## config.mk

```make
export PLATFORM = sky130hd
export DESIGN_NAME = fetch_unit
export DESIGN_NICKNAME = d
export VERILOG_FILES = /design/src/rtl/fetch_unit.sv
export SDC_FILE = /design/constraint.sdc
export NUM_CORES = 1
export LEC_CHECK = 0
export ABC_AREA = 0
export BUFFER_PORTS_ARGS = -buffer_cell sky130_fd_sc_hd__buf_2
export CELL_PAD_IN_SITES_DETAIL_PLACEMENT = 0
export CELL_PAD_IN_SITES_GLOBAL_PLACEMENT = 1
export CORE_MARGIN = 2
export CORE_UTILIZATION = 30
export CTS_CLUSTER_SIZE = 12
export DETAILED_ROUTE_END_ITERATION = 10
export GPL_TIMING_DRIVEN = 0
export PLACE_DENSITY_LB_ADDON = 0.2
export REMOVE_ABC_BUFFERS = 1
export SLEW_MARGIN = 5
export SYNTH_ARGS = -nofsm -noshare
export SYNTH_HDL_FRONTEND = slang
export SYNTH_SLANG_ARGS = --single-unit
```

## constraint.sdc

```tcl
create_clock -name clk -period 1.6 [get_ports clk]
set_input_delay 0.08 -clock clk [delete_from_list [all_inputs] [get_ports clk]]
set_output_delay 0.08 -clock clk [all_outputs]
set_load 0.1 [all_outputs]
```

## src/rtl/fetch_unit.sv

```systemverilog
// PC + instruction-register stage: holds the PC, applies IncPC/LoadPC/SelPC and fetches
// one opcode per LoadIR over a req/ack handshake. Optional fetch timeout: FETCH_TIMEOUT_EN.
module fetch_unit #(
  parameter int ADDR_W = 8
`ifdef FETCH_TIMEOUT_EN
  , parameter int TIMEOUT = 15
`endif
) (
  input  logic              clk,
  input  logic              reset,
  input  logic              load_ir,
  input  logic              inc_pc,
  input  logic              load_pc,
  input  logic              sel_pc,
  input  logic [ADDR_W-1:0] jump_reg,
  input  logic [3:0]        jump_imm,
  output logic              mem_req,
  output logic [ADDR_W-1:0] mem_addr,
  input  logic [7:0]        mem_rdata,
  input  logic              mem_ack,
  output logic [7:0]        opcode,
  output logic              ir_valid,
  output logic [ADDR_W-1:0] pc,
  output logic              busy,
  output logic              seq_err,
  output logic              fault
);

  typedef enum logic {IDLE = 1'b0, REQ = 1'b1} state_e;

  localparam logic [7:0] OP_NOP  = 8'h00;
  localparam logic [7:0] OP_HALT = 8'hF0;

  state_e            state_q, state_d;
  logic [ADDR_W-1:0] pc_q, pc_d;
  logic [ADDR_W-1:0] mem_addr_q, mem_addr_d;
  logic [7:0]        opcode_q, opcode_d;
  logic              ir_valid_q, ir_valid_d;
  logic              seq_err_q, seq_err_d;
  logic              pc_strobe;
  logic              timed_out;

  assign pc_strobe = load_pc | inc_pc;

`ifdef FETCH_TIMEOUT_EN
  localparam int CNT_W = $clog2(TIMEOUT + 1);

  logic [CNT_W-1:0] cnt_q, cnt_d;
  logic             fault_q, fault_d;

  // Counts completed REQ cycles; expiry on the TIMEOUT-th one, ack takes precedence.
  assign timed_out = (state_q == REQ) && !mem_ack && (cnt_q == CNT_W'(TIMEOUT - 1));
  assign cnt_d     = (state_q == REQ) ? cnt_q + CNT_W'(1) : '0;
  assign fault_d   = fault_q | timed_out;

  always_ff @(posedge clk) begin
    if (reset) begin
      cnt_q   <= '0;
      fault_q <= 1'b0;
    end else begin
      cnt_q   <= cnt_d;
      fault_q <= fault_d;
    end
  end

  assign fault = fault_q;
`else
  assign timed_out = 1'b0;
  assign fault     = 1'b0;
`endif

  // State register (plus datapath registers)
  always_ff @(posedge clk) begin
    if (reset) begin
      state_q    <= IDLE;
      pc_q       <= '0;
      mem_addr_q <= '0;
      opcode_q   <= OP_NOP;
      ir_valid_q <= 1'b0;
      seq_err_q  <= 1'b0;
    end else begin
      state_q    <= state_d;
      pc_q       <= pc_d;
      mem_addr_q <= mem_addr_d;
      opcode_q   <= opcode_d;
      ir_valid_q <= ir_valid_d;
      seq_err_q  <= seq_err_d;
    end
  end

  // Next-state logic
  always_comb begin
    state_d = state_q;
    case (state_q)
      IDLE:    if (load_ir) state_d = REQ;
      REQ:     if (mem_ack || timed_out) state_d = IDLE;
      default: state_d = IDLE;
    endcase
  end

  // Datapath next values
  always_comb begin
    pc_d       = pc_q;
    mem_addr_d = mem_addr_q;
    opcode_d   = opcode_q;
    ir_valid_d = 1'b0;
    seq_err_d  = seq_err_q;

    if (state_q == IDLE) begin
      if (load_ir) begin
        // Fetch takes the pre-update PC; a coincident PC strobe is lost.
        mem_addr_d = pc_q;
        if (pc_strobe) seq_err_d = 1'b1;
      end else if (load_pc) begin
        pc_d = sel_pc ? {{(ADDR_W-4){1'b0}}, jump_imm} : jump_reg;
      end else if (inc_pc) begin
        pc_d = pc_q + ADDR_W'(1);
      end
    end else begin
      if (pc_strobe) seq_err_d = 1'b1;
      if (mem_ack) begin
        opcode_d   = mem_rdata;
        ir_valid_d = 1'b1;
      end else if (timed_out) begin
        opcode_d   = OP_HALT;
        ir_valid_d = 1'b1;
      end
    end
  end

  // Outputs
  always_comb begin
    mem_req  = (state_q == REQ);
    busy     = (state_q == REQ);
    mem_addr = mem_addr_q;
    opcode   = opcode_q;
    ir_valid = ir_valid_q;
    pc       = pc_q;
    seq_err  = seq_err_q;
  end

endmodule

```

==> metrics.yaml <==
outcome:
  status: "completed"
power:
  vdd_drop_max_mv: 0.364
  switching_share_pct: 36.5
  p_int_w: 0.000960
  p_comb_share_pct: 25.7
  p_leak_nw: 0.694
  clkPwrFrac_pct: 26.3
  p_total_w: 0.00151
  p_per_area_mw_per_mm2: 971
  switchingPower_w: 0.000551
  seq_power_share_pct: 48.0
yosys:
  netlist_top_cells_area: "dfxtp_1, mux2i_1, nand2_1"
  syn_area_per_cell_sq_um: 8.31
  ys.warnings.count: 0
  synth_common_cells: "dfxtp_1, nand2_1, nor2_1"
  synthArstFlopShare_pct: 0
  syn_area_sq_mm: 0.00121
  netlist.top_cell.by_area: "dfxtp_1"
  post-synth-top-count-cell: "dfxtp_1"
  ys_seq_area_share_pct: 44.5
  synth_top_flop_cell: "dfxtp_1"
  synth_cell_type_count: 35
  synth-edff-count: 0
  syn_inst: 146
  ys_ff_latch: 27
  synth_top_area_share_pct: 44.5
detailed_routing:
  vias: 1182
  drt-total-wl_um: 3080
  initialDrtViolationCount: 35
  remaining_drc_errors: 0
  first_pass_iters: 4
  drtAntennaViolNets: 0
  routed_via_density: 4.86
  routedWlPerCell_um: 12.7
critical_path:
  crit_buf_inv: 0
  critPathArrivalTime_ns: 1.68
  path_delay_family: "simple AND/OR/NAND/NOR gates"
  r2r_setup_slack_ns: 0.12
  crit_path_start_kind: "flop"
  critical_path_class: "reg2reg"
  r2r_start: "pc[2]"
  worst-path-stages: 4
  critical_path_required_ns: 1.80
  critPathCaptureType: "flop"
  r2r_cells: 4
  crit_slowest_cell: "dfxtp_2"
  path_max_fanout: 9
  r2r_end: "pc[7]"
  cp_cell_sequence: "and4_1 -> nand4_1 -> or4_1 -> a31oi_1"
  slowest_delay_ns: 0.43
layout:
  diodes: 0
  drive_gt1_share_pct: 35.2
  n_fill_cell: 413
  fin_util_pct: 39.5
  syn_to_final_growth_pct: 28.2
  nNetsFinal: 222
min_path:
  holdCritStartpoint: "mem_rdata[7]"
  whs_endpoint: "opcode[7]"
  hold_depth: 3
  hold_path.class: "in2reg"
clocking:
  htree_levels: 1
  clkLatencyLatePin_ns: 0.27
  numCtsBuffers: 3
  clk_path_buf_depth: 2
  cts_sinks: 27
  postCtsHoldBufs: 0
  cts.root.buffer_cell: "clkbuf_8"
  post_cts_resized: 1
  clk_pin_slew_ns: 0.10
  cts_tree: "yes"
  postCtsSetupBuffers: 0
sta:
  setup-violations-final: 0
  finalClockSkew_ns: 0.00534
  rsz0062_at_grt: "false"
  post-route-period-util_pct: 92.3
  finalHoldViolations: 0
  fin_crit_ns: 1.48
  max_slew.worst_pin.slew_ns: 0.617
  slew_viol_final: 0
  maxSlewHeadroom_pct: 58.7
  fmax_mhz: 678
global_routing:
  grt_util_met3_pct: 2.17
  use_met1_pct: 18.9
  antenna_found_initial: 0
  grt_util_met2_pct: 23.5
  grt_use_total_pct: 14.0
  grt_max_degree: 28
  top_usage_layer: "met2"
  grt_pass1_wl_um: 4960
  grt_pass1_vias: 1054
  overflow: 0
die:
  initial_core_util_pct: 30.8
  rows: 23
  die_y_um: 67.6
  ios: 56
  die_width_um: 67.6
  die_area_sq_mm: 0.00457
  core_sq_mm: 0.00394
run:
  cap_viol_max_count: 0
placement:
  port_buffers: 54
  dp_hpwl_um: 2190
  routabilityCongestion: 0.739
cells by family after synthesis:
kind of cell / count (synthesis) / share of synthesized area (%)
simple gates: 60 / 23.6
compound gates: 33 / 15.9
flops: 27 / 44.5
buf+inv: 12 / 4.64
mux: 12 / 10.0
fa+ha+maj: 1 / 1.03
other cells: 1 / 0.309
metal layers:
| layer | share of wire (%) | vias to the layer above |
|---|---|---|
| met5 | 0 | - |
| met4 | 0.45 | 0 |
| met3 | 7.5 | 2 |
| met2 | 47 | 40 |
| met1 | 44 | 542 |
| li1 | - | 598 |
stage by stage:
step                area [sq um]  std cells  setup WS (ns)  hold WS (ns)  TNS, ns
floorplan                   1160        135          -1.05         0.149   -24.18
global placement            1490        239        -0.0662         0.325   -0.501
detailed placement          1490        239        -0.0987         0.331   -0.622
CTS                         1550        243        0.00211        0.0288        0
global route                1560        243        0.00276        0.0421        0
finish                      1560        243          0.124        0.0364        0
registers in the layout (all words and copies together), names as in the netlist:
name,count
opcode,8
mem_addr,8
busy,1
pc,8
seq_err,1
ir_valid,1
placed cells by master, fill, tap and decap left out, drive strengths merged, types with 5 or more instances in the layout:
| cell | count |
|---|---|
| a21oi | 14 |
| nor2 | 16 |
| dfxtp | 27 |
| mux2i | 11 |
| a31oi | 5 |
| nand2 | 22 |
| nor3 | 5 |
| buf | 54 |
| o21ai | 8 |
power by group through the flow:
stage | Combinational, W | Sequential [W] | Clock [W]
4_1_cts | 0.000390 | 0.000724 | 0.000418
3_3_place_gp | 0.000385 | 0.000737 | 0
2_1_floorplan | 0.0000921 | 0.000932 | 0
6_report | 0.000388 | 0.000726 | 0.000398
5_1_grt | 0.000411 | 0.000731 | 0.000446
3_5_place_dp | 0.000389 | 0.000738 | 0
worst min-delay path, cell delays in order:
cell and delay [ns]:
buf_2 0.10, nand2_1 0.05, a21oi_1 0.05
cell type report:
| class | count | area [sq um] | area share, % |
|---|---|---|---|
| flip-flops and latches | 27 | 547 | 35.1 |
| clock inverters | 1 | 7.51 | 0.482 |
| well taps | 50 | 62.6 | 4.02 |
| multi-input cells | 107 | 624 | 40.1 |
| repair buffers | 54 | 270 | 17.4 |
| inverters | 1 | 3.75 | 0.241 |
| clock buffers | 3 | 41.3 | 2.65 |
worst max path at each step:
stage / slack [ns] / end / start
finish: 0.12 / pc[7] / pc[2]
global placement: -0.07 / mem_addr[3] / busy
CTS: 0.002 / pc[7] / pc[2]
global route: 0.003 / pc[7] / pc[2]
floorplan: -1.05 / mem_addr[4] / busy
detailed placement: -0.1 / mem_addr[1] / busy
Note: power is estimated with default switching activity, not from simulation.
